`src/rtl/serializador_nrzi.sv`:
```
// ---------------------------------------------------------------------------
// serializador_nrzi
//
// Serializes a 32-bit word LSB first onto a single NRZI-encoded line, with
// bit stuffing: after LIMITE_RELLENO consecutive 1 data bits a 0 is inserted
// so that the receiver keeps seeing transitions.
//
// Ports
//   clk          : single clock, everything changes on its rising edge
//   reset        : synchronous active-high reset
//   dato_entrada : 32-bit parallel word to send
//   dato_valido  : dato_entrada holds a word to send
//   listo        : block can accept a word this cycle (idle)
//   dato_sal     : NRZI line level (registered)
//   bit_valido   : dato_sal carries a data or stuff bit this cycle (registered)
//   ocupado      : a word is being serialized
// ---------------------------------------------------------------------------
module serializador_nrzi #(
    parameter int LIMITE_RELLENO = 6
) (
    input  logic        clk,
    input  logic        reset,
    input  logic [31:0] dato_entrada,
    input  logic        dato_valido,
    output logic        listo,
    output logic        dato_sal,
    output logic        bit_valido,
    output logic        ocupado
);

    localparam int ANCHO_UNOS = $clog2(LIMITE_RELLENO + 1);
    localparam logic [ANCHO_UNOS-1:0] UNOS_MAX = ANCHO_UNOS'(LIMITE_RELLENO);
    localparam logic [ANCHO_UNOS-1:0] UNO      = ANCHO_UNOS'(1);

    typedef enum logic [1:0] {
        REPOSO    = 2'd0,
        TRANSMITE = 2'd1,
        RELLENO   = 2'd2
    } estado_t;

    // The state describes what is on the line during the current cycle, so
    // the registered outputs are loaded from the values that go with the
    // next state. That is what gives the one-cycle latency from acceptance
    // to the first bit.
    estado_t               estado_q, estado_d;
    logic [31:0]           shift_q, shift_d;
    logic [4:0]            indice_q, indice_d;
    logic [ANCHO_UNOS-1:0] unos_q, unos_d;
    logic                  dato_sal_q, dato_sal_d;
    logic                  bit_valido_q, bit_valido_d;

    // Raw (pre-NRZI) bit going onto the line next cycle; 1 means "hold".
    logic                  bit_d;

    // Values for moving on to the next data bit, shared by TRANSMITE and
    // RELLENO. The shift register holds only the bits not yet sent, so the
    // next one is always in position 0.
    logic [31:0]           sig_shift;
    logic [4:0]            sig_indice;
    logic [ANCHO_UNOS-1:0] sig_unos;
    logic                  sig_bit;

    assign sig_bit    = shift_q[0];
    assign sig_shift  = {1'b0, shift_q[31:1]};
    assign sig_indice = indice_q + 5'd1;
    assign sig_unos   = shift_q[0] ? (unos_q + UNO) : '0;

    // State register plus datapath registers; reset wins over everything,
    // including a word offered at the same edge.
    always_ff @(posedge clk) begin
        if (reset) begin
            estado_q     <= REPOSO;
            shift_q      <= '0;
            indice_q     <= '0;
            unos_q       <= '0;
            dato_sal_q   <= 1'b1;
            bit_valido_q <= 1'b0;
        end else begin
            estado_q     <= estado_d;
            shift_q      <= shift_d;
            indice_q     <= indice_d;
            unos_q       <= unos_d;
            dato_sal_q   <= dato_sal_d;
            bit_valido_q <= bit_valido_d;
        end
    end

    // Next-state and datapath logic. The ones counter already includes the
    // bit currently on the line, so reaching the limit in TRANSMITE means
    // the stuff bit goes out next, before looking at the bit index.
    always_comb begin
        estado_d = estado_q;
        shift_d  = shift_q;
        indice_d = indice_q;
        unos_d   = unos_q;
        bit_d    = 1'b1;

        case (estado_q)
            REPOSO: begin
                if (dato_valido) begin
                    estado_d = TRANSMITE;
                    shift_d  = {1'b0, dato_entrada[31:1]};
                    indice_d = '0;
                    unos_d   = dato_entrada[0] ? UNO : '0;
                    bit_d    = dato_entrada[0];
                end
            end

            TRANSMITE: begin
                if (unos_q == UNOS_MAX) begin
                    estado_d = RELLENO;
                    unos_d   = '0;
                    bit_d    = 1'b0;
                end else if (indice_q == 5'd31) begin
                    estado_d = REPOSO;
                    unos_d   = '0;
                end else begin
                    estado_d = TRANSMITE;
                    shift_d  = sig_shift;
                    indice_d = sig_indice;
                    unos_d   = sig_unos;
                    bit_d    = sig_bit;
                end
            end

            RELLENO: begin
                if (indice_q == 5'd31) begin
                    estado_d = REPOSO;
                end else begin
                    estado_d = TRANSMITE;
                    shift_d  = sig_shift;
                    indice_d = sig_indice;
                    unos_d   = sig_unos;
                    bit_d    = sig_bit;
                end
            end

            default: begin
                estado_d = REPOSO;
                unos_d   = '0;
                indice_d = '0;
            end
        endcase
    end

    // Output logic: NRZI toggles the line on a 0 and holds it on a 1; idle
    // cycles use bit_d = 1 so the line keeps its last level.
    always_comb begin
        dato_sal_d   = bit_d ? dato_sal_q : ~dato_sal_q;
        bit_valido_d = (estado_d != REPOSO);
        listo        = (estado_q == REPOSO);
        ocupado      = (estado_q != REPOSO);
    end

    assign dato_sal   = dato_sal_q;
    assign bit_valido = bit_valido_q;

endmodule

```
`config.mk`:
```
export PLATFORM = sky130hd
export DESIGN_NAME = serializador_nrzi
export DESIGN_NICKNAME = d
export VERILOG_FILES = /design/src/rtl/serializador_nrzi.sv
export SDC_FILE = /design/constraint.sdc
export NUM_CORES = 1
export LEC_CHECK = 0
export CORE_ASPECT_RATIO = 0.6
export CORE_MARGIN = 2
export CORE_UTILIZATION = 30
export CTS_BUF_LIST = sky130_fd_sc_hd__clkbuf_8
export DETAILED_ROUTE_END_ITERATION = 7
export GPL_ROUTABILITY_DRIVEN = 0
export PLACE_DENSITY = 0.6
export SYNTH_ARGS = -nofsm -noshare
export SYNTH_HDL_FRONTEND = slang
export SYNTH_SLANG_ARGS = --single-unit
```
`constraint.sdc`:
```
create_clock -name clk -period 3.99 [get_ports clk]
set_input_delay 0.9975 -clock clk [delete_from_list [all_inputs] [get_ports clk]]
set_output_delay 0.9975 -clock clk [all_outputs]
set_load 0.02 [all_outputs]
```
==> impl_metrics.ini <==
[run_status]
outcome = finished clean

[yosys]
yosysTopAreaCell = dfxtp_1
seq_area_frac_synth = 0.3574
ys_async_sr_fraction = 0
syn_area_sq_mm = 0.002409
ys_ff_latch = 43
synth_common_cells = dfxtp_1, mux2i_1, a211oi_2, nor2_2
synth.distinct_cells = 42
synth_nets = 268
netlist_instances = 225
syn_area_per_cell_sq_um = 10.70
synthFlopType = dfxtp_1
ys_warn_count = 0
yosysTopAreaCellShare = 0.3574
yosysMostFrequentCell = dfxtp_1
synth_edf_count = 0
yosys-top-cells-area = dfxtp_1, a211oi_2, mux2i_1

[clocking]
cts.sinks = 43
cts-htree-levels = 2
cts-root-buf = clkbuf_8
hold_buffers = 0
postCtsSetupRepairBufs = 0
cts.clk_slew.worst_paths_ps = 90
cts_buffers = 5
cts_buffer_depth = 2
clk_latency_ps = 290
cts_tree = done
post_cts_resized = 0

[timing]
tightest_slew_ps = 694.8
timing.fmax_mhz = 371.9
fin_crit_sh = 0.6740
finalClockSkew_ps = 6.127
fin_tns_setup_ps = 0
setup_viol = 0
post-route-min-period_ps = 2689
finalHoldViolCount = 0
maxSlewHeadroom = 0.5368
rsz0062_at_grt = false
slew_viol_final = 0

[critical_path]
max_stage_delay_ps = 610
setup.worst_path.end_class = primary output
cp.required_ps = 2990
crit_top_cell = inv_1
slowest_stage = clkdlybuf4s50_1
critPathKind = flop to primary output
cp-start-kind = flop
arrival_ps = 1690
worstPathCellList = inv_1, ha_2, inv_1, clkdlybuf4s50_1
cp_max_fo = 6

[power]
power.leakage_nw = 1.083
p_int_uw = 838.5
p_sw_uw = 301.7
peakVddDrop_mv = 0.1562
pwr-share-seq = 0.434
power_density_mw_per_mm2 = 390.0
switching_share = 0.2646
comb_power_share = 0.216
power.share.clock = 0.350
power_mw = 1.140

[worst_hold_path]
worst_hold_path_type = flop to flop

[place]
port_buffers = 38
dpl.hpwl_mm = 3.450

[global_route]
antenna_found_initial = 0
grt_first_pass_wirelength_mm = 8.066
gr-total-overflow = 0
track_usage = 0.1177
grt_pass1_vias = 1575
grt_max_degree = 40

[floorplan]
initial_utilization = 0.3080
core_area_sq_mm = 0.007820
num_rows = 25
fp.dieW_um = 119.7
die_area_sq_mm = 0.008785
io_pins = 39
die_h_um = 73.41

[routing]
drcViolationCount = 0
num_vias = 1667
viasPerCell = 4.555
antenna_left = 0
dr.first_iter.drc_count = 81
avgRoutedWirePerCell_um = 13.26
first_pass_iters = 4
wl_mm = 4.852

[final_layout]
fin_nets = 300
drive_above_1_share = 0.3023
n_fill_cell = 790
diodes = 0
area_growth_pct = 21.40

[flow_run]
max_cap_viol_count = 0
-- per-stage QoR --
| stage | worst slack (ps) | utilization | hold slack, ps | cell area, sq um | std cells |
|---|---|---|---|---|---|
| 5_1_grt | 1172 | 0.3739 | 509.2 | 2924 | 366 |
| 3_5_place_dp | 994.6 | 0.3570 | 470.2 | 2791 | 358 |
| 3_3_place_gp | 1029 | 0.3570 | 459.9 | 2791 | 358 |
| 4_1_cts | 1279 | 0.3739 | 484.1 | 2924 | 366 |
| 2_1_floorplan | 2043 | - | 436.2 | 2409 | 225 |
| 6_report | 1301 | 0.3739 | 479.7 | 2924 | 366 |
-- final timing paths --
kind                                  start           to  slack (ps)  cells past startpoint
worst max-delay path            estado_q[0]      ocupado        1300                      4
worst max register to register  indice_q[0]   shift_q[9]        1510                      8
worst min register to register  shift_q[30]  shift_q[30]         480                      2
worst min-delay path            shift_q[30]  shift_q[30]         480                      2
-- metal layers --
layer,global-route usage,routed length [um]
met1,0.1882,2810
met2,0.1435,1707
met5,0,0
met4,0.02745,19
met3,0.03960,316
-- cells in the final DEF, fill, tap and decap left out, types with 4 or more instances in the layout --
cell,Yosys,routed
a211oi_2,30,30
clkdlybuf4s50_1,0,37
nor2_1,8,8
inv_1,5,6
ha_1,8,7
mux2i_1,32,32
nand2_1,5,5
nor2_2,30,30
dfxtp_1,43,43
nor2b_1,5,5
a21oi_1,6,6
buf_4,1,4
clkbuf_8,0,5
-- power by group through the flow --
| stage | clock network, mW | logic, mW | registers [mW] |
|---|---|---|---|
| after floorplan | 0 | 0.194 | 0.502 |
| after global placement | 0 | 0.246 | 0.504 |
| after detailed placement | 0 | 0.247 | 0.504 |
| after CTS | 0.416 | 0.249 | 0.495 |
| after global routing | 0.428 | 0.268 | 0.499 |
| final | 0.399 | 0.246 | 0.494 |
-- sequential cells by signal, summed over array words and instances, names as in the netlist --
signal      count
dato_sal        1
estado_q        2
unos_q          3
bit_valido      1
indice_q        5
shift_q        31
-- logic make-up after synthesis --
group	synth area share
adder cells (fa/ha/maj)	0.04156
buffers and inverters	0.07429
AO/OA/AOI/OAI	0.2146
multiplexers	0.1330
flip-flops	0.3574
AND/OR/NAND/NOR	0.1792
-- area by class of cell --
class,count,area [sq um],area share
multi-input cells,160,1371,0.4690
clock inverters,3,63.81,0.02182
well taps,108,135.1,0.04621
flip-flops and latches,43,860.8,0.2944
repair buffers,42,405.4,0.1386
inverters,5,18.77,0.006418
clock buffers,5,68.82,0.02353
-- worst max-delay path: cells and delay by family (launching register included) --
family | cells | cell delay [ps]
buffers and inverters | 3 | 780
adders and majority gates | 1 | 230
DFF | 1 | 390
No activity file was read; power rests on OpenSTA's default activity.
==> variant 1, RTL diff (same flow settings) <==
`LIMITE_RELLENO`: 6 -> 3.
--- a/src/rtl/serializador_nrzi.sv
+++ b/src/rtl/serializador_nrzi.sv
@@ -16,7 +16,7 @@
 //   ocupado      : a word is being serialized
 // ---------------------------------------------------------------------------
 module serializador_nrzi #(
-    parameter int LIMITE_RELLENO = 6
+    parameter int LIMITE_RELLENO = 3
 ) (
     input  logic        clk,
     input  logic        reset,
Function: changed (Yosys sat finds a counterexample within 10 cycles, from zero or initial values and one cycle with reset high).
==> variant 1 against the unedited design <==
Global-route usage fell by 0.28 points; non-clock buffer count is 2 lower; total power shrank 17%; sequential power shrank 3%; final area shrank 9.3%; sequential cell count is 1 lower; setup slack improved by 0.0078 ns; clock power down 38%; routed wire length down 13%; critical endpoint is now shift_q[8]; worst hold slack worse by 0.0085 ns; combinational power decreased by 8.9%; synthesized area fell by 11%; sequential share of layout area is 2.3 points higher.
==> variant 1: results (changes against the unedited design) <==
Final layout
  • Fill cell count: 681 (-14%)
  • NumNets Final: 291 (-3.0%)
  • Top Registers: shift_q: 31 flops, indice_q: 5 flops
  • Share of cells above drive strength 1: 0.161 (-0.142)
  • Number of diodes: 0 (unchanged)

STA
  • Slew @ Worst Pin: 1.08 ns (+0.381 ns)
  • Worst Clk Skew: 0.00886 ns (+0.00273 ns)

Place
  • I/O Buffers: 38 (unchanged)
  • Dpl ws: 1.02 ns (+0.0291 ns)
  • Dpl hpwl: 2850 um (-17%)
  • DP Area: 0.00258 sq mm (-7.7%)

Setup path
  • CP arrival: 2.88 ns (+1.19 ns)
  • Reg-to-reg startpoint: indice_q[0]
  • Crit-path max FO: 61 (+55)
  • Setup crit start: dato_valido

Drt
  • 1st-iter DRT viols: 83 (+2.5%)
  • Via density: 4.73 (+3.8%)
  • Wirelength per Cell: 12.6 um (-4.9%)
  • DRT Pass-1 Iters: 4 (unchanged)
  • # DRC: 0 (unchanged)

Clock tree
  • Reg clk slew, reported paths: 0.08 ns
  • H-tree depth: 2 (unchanged)
  • Clk root buf: clkbuf_8
  • CTS Buffer Depth: 2 (unchanged)
  • Num CTS Buffers: 5 (unchanged)
  • Clk_lat worst skew: 0.29 ns (about the same)
  • Setup Fix Bufs, Post-CTS: 0 (unchanged)
  • Post-cts sizing count: 0 (unchanged)

Run status
  • Outcome: finished clean

Worst hold path
  • Hold_sp: unos_q[1]
  • Worst Hold Class: reg2reg

Yosys
  • Sequential-to-total area share from yosys stat: 0.390 (+0.0328)
  • Post-Syn Nets: 260 (-3.0%)
  • Yosys Warn Count: 0 (unchanged)
  • Number of distinct library cells after synthesis: 30 (-29%)
  • Synth cell count leaders: 42 x dfxtp_1, 38 x nor2_1, 32 x mux2i_1
  • Synth top area share: 0.390 (+0.0328)
  • Ys async rst share: 0 (unchanged)
  • Top cells by area, synth: dfxtp_1 39%, a211oi_2 17%, mux2i_1 15%

Global route
  • Antenna violations before repair: 0 (unchanged)
  • Global-route wire length before repair: 7390 um (-8.4%)
  • Largest net degree at the start of global routing: 62 (+55%)
  • GRT Util Overall: 0.115 (-0.00278)
  • Vias in the first global route: 1567 (-0.51%)

Pwr
  • Peak supply drop: 0.000126 V (-19%)
  • Cell-internal power: 685 uW (-18%)
  • Leak: 1.01 nW (-6.5%)
variant 1: stage by stage:
stage / cells / total power [mW]
after floorplan: 218 / 0.646
after global placement: 329 / 0.709
after detailed placement: 329 / 0.713
after global routing: 336 / 1.01
after CTS: 336 / 0.969
final: 336 / 0.950
variant 1: power groups by stage:
stage	clock [mW]	combinational [mW]	sequential (mW)
2_1_floorplan	0	0.160	0.486
3_3_place_gp	0	0.221	0.488
3_5_place_dp	0	0.225	0.488
4_1_cts	0.264	0.226	0.479
5_1_grt	0.282	0.248	0.484
6_report	0.248	0.224	0.479
variant 1: cell families (layout without fill, tap and decap cells):
logic type               count (synthesis)  count (layout)  synth area share
AO/OA/AOI/OAI                           47              47             0.221
adder cells (fa/ha/maj)                  7               7            0.0406
buffers and inverters                   22              53            0.0476
flip-flops                              42              42             0.390
multiplexers                            32              32             0.149
AND/OR/NAND/NOR                         68              68             0.152
variant 1: final cells by class:
cell class | instances | area [sq um] | area share
Tap cell | 87 | 109 | 0.0410
Sequential cell | 42 | 841 | 0.317
Multi-Input combinational cell | 154 | 1210 | 0.458
Clock buffer | 5 | 68.8 | 0.0259
Inverter | 6 | 22.5 | 0.00849
Timing Repair Buffer | 40 | 390 | 0.147
Clock inverter | 2 | 7.51 | 0.00283
variant 1: worst paths after layout:
check	end	slack (ns)	cells past startpoint
worst min register to register	unos_q[1]	0.47	2
worst max-delay path	shift_q[8]	1.31	6
worst max register to register	shift_q[8]	1.53	8
worst min-delay path	unos_q[1]	0.47	2
variant 1: per-layer routing:
metal	wire length, um	global-route usage
met1	2290	0.169
met2	1690	0.162
met3	221	0.0350
met4	24	0.0285
met5	0	0
variant 1: critical path, stage by stage:
cell	delay, ns
clkdlybuf4s50_1	0.51
nor2b_1	0.11
nor4b_4	0.25
buf_4	0.62
nor2_1	0.12
a211oi_2	0.22
==> variant 2, RTL diff (same settings) <==
Without the edit above. Take the reset off `shift_q` and load it in a clocked block of its own.
--- a/src/rtl/serializador_nrzi.sv
+++ b/src/rtl/serializador_nrzi.sv
@@ -70,19 +70,21 @@
     always_ff @(posedge clk) begin
         if (reset) begin
             estado_q     <= REPOSO;
-            shift_q      <= '0;
             indice_q     <= '0;
             unos_q       <= '0;
             dato_sal_q   <= 1'b1;
             bit_valido_q <= 1'b0;
         end else begin
             estado_q     <= estado_d;
-            shift_q      <= shift_d;
             indice_q     <= indice_d;
             unos_q       <= unos_d;
             dato_sal_q   <= dato_sal_d;
             bit_valido_q <= bit_valido_d;
         end
+    end
+
+    always_ff @(posedge clk) begin
+        shift_q <= shift_d;
     end
 
     // Next-state and datapath logic. The ones counter already includes the
Check against the original RTL: no difference found for any inputs over 10 cycles, from zero or initial values and one cycle with reset high; that may be too few to reach the edited logic, so the function may still have changed.
==> variant 2 against the unedited design <==
Combinational power decreased by 35%; clock skew increased by 0.0058 ns; setup slack improved by 0.0062 ns; die area decreased by 11%; sequential share of layout area increased by 15 points; first-iteration DRC count increased by 2.5%; routed wire length decreased by 15%; critical path depth unchanged; synthesized area decreased by 12%; sequential cell count increased by 1; final area decreased by 7.5%; clock power decreased by 13%; total power decreased by 5.3%.
==> variant 2: results (changes against the unedited design) <==
Setup path
  • Reg-to-reg slack, setup: 1.43 ns (-0.08 ns)
  • Reg-to-Reg End: indice_q[2]
  • Crit-path max FO: 7 (+1)

Pwr
  • Pwr Density: 399 mW/mm^2 (+2.4%)
  • Peak supply drop: 0.000155 V (-1.0%)
  • Leak: 1.11 nW (+2.7%)

STA
  • Final worst slack: 1.31 ns (+0.00620 ns)
  • WHS: 0.516 ns (+0.0359 ns)
  • Worst Clk Skew: 0.0119 ns (+0.00580 ns)
  • Slew @ Worst Pin: 0.510 ns (-0.185 ns)

Final layout
  • NumNets Final: 302 (+0.67%)
  • Share of cells above drive strength 1: 0.0500 (-0.252)
  • Count of plain and timing-repair buffers: 41 (-2.4%)
  • Data buffer area share: 0.149 (+0.0104)
  • Post-route insts no fill: 347 (-5.2%)
  • Fill cell count: 665 (-16%)
  • Storage cell area: 0.00120 sq mm (+40%)
  • Top Registers: shift_q: 32 flops, indice_q: 5 flops, unos_q: 3 flops

Drt
  • Met1 wire length: 2290 um (-19%)
  • Wirelength per Cell: 11.8 um (-11%)
  • Vias post-DR: 1524 (-8.6%)
  • WL met2: 1510 um (-11%)
  • Met3 wire length: 262 um (-17%)
  • 1st-iter DRT viols: 83 (+2.5%)

Yosys
  • Post-synthesis mux area share: 0.00940 (-0.124)
  • Post-Syn Nets: 263 (-1.9%)
  • Synth cell count leaders: 38 x inv_1, 37 x nand2_1, 34 x o21ai_0
  • Syn Area/Cell: 9.68 sq um (-9.6%)
  • Synth Area in Compound Gates: 0.138 (-0.0765)
  • EDFF count, synth: 32 (+32)

Place
  • DP Area: 0.00259 sq mm (-7.3%)
  • Dpl cells: 339 (-5.3%)

Global route
  • Global-route wire length before repair: 6780 um (-16%)
  • Largest net degree at the start of global routing: 39 (-2.5%)
  • GRT Util Overall: 0.109 (-0.00834)
  • Global routing met3 resource utilization: 0.0341 (-0.00551)
  • M2 GR Usage: 0.136 (-0.00776)
  • Vias in the first global route: 1414 (-10%)
  • Met1 usage: 0.174 (-0.0145)

Clock tree
  • CTS sink count: 44 (+2.3%)

Run status
  • Outcome: finished clean

Worst hold path
  • Hold_sp: shift_q[11]
==> variant 2: critical path: cells and delay by family, from the launching register on <==
family	cells	cell delay, ns
buf+inv	3	0.74
flops	1	0.38
fa+ha+maj	1	0.27
==> variant 2: where the power goes <==
part / internal (mW) / total (mW) / switching [mW]
Sequential: 0.554 / 0.571 / 0.0168
Clock: 0.189 / 0.348 / 0.159
Combinational: 0.0759 / 0.161 / 0.0855
Total: 0.818 / 1.08 / 0.261
==> variant 2: worst max-delay path by stage <==
stage,from,end,slack (ns),cells after the start
after floorplan,dato_valido,shift_q[0],1.49,4
after global placement,dato_valido,shift_q[2],1.16,6
after detailed placement,dato_valido,shift_q[14],1.11,6
after CTS,estado_q[0],ocupado,1.30,4
after global routing,estado_q[0],ocupado,1.19,4
final,estado_q[0],ocupado,1.31,4
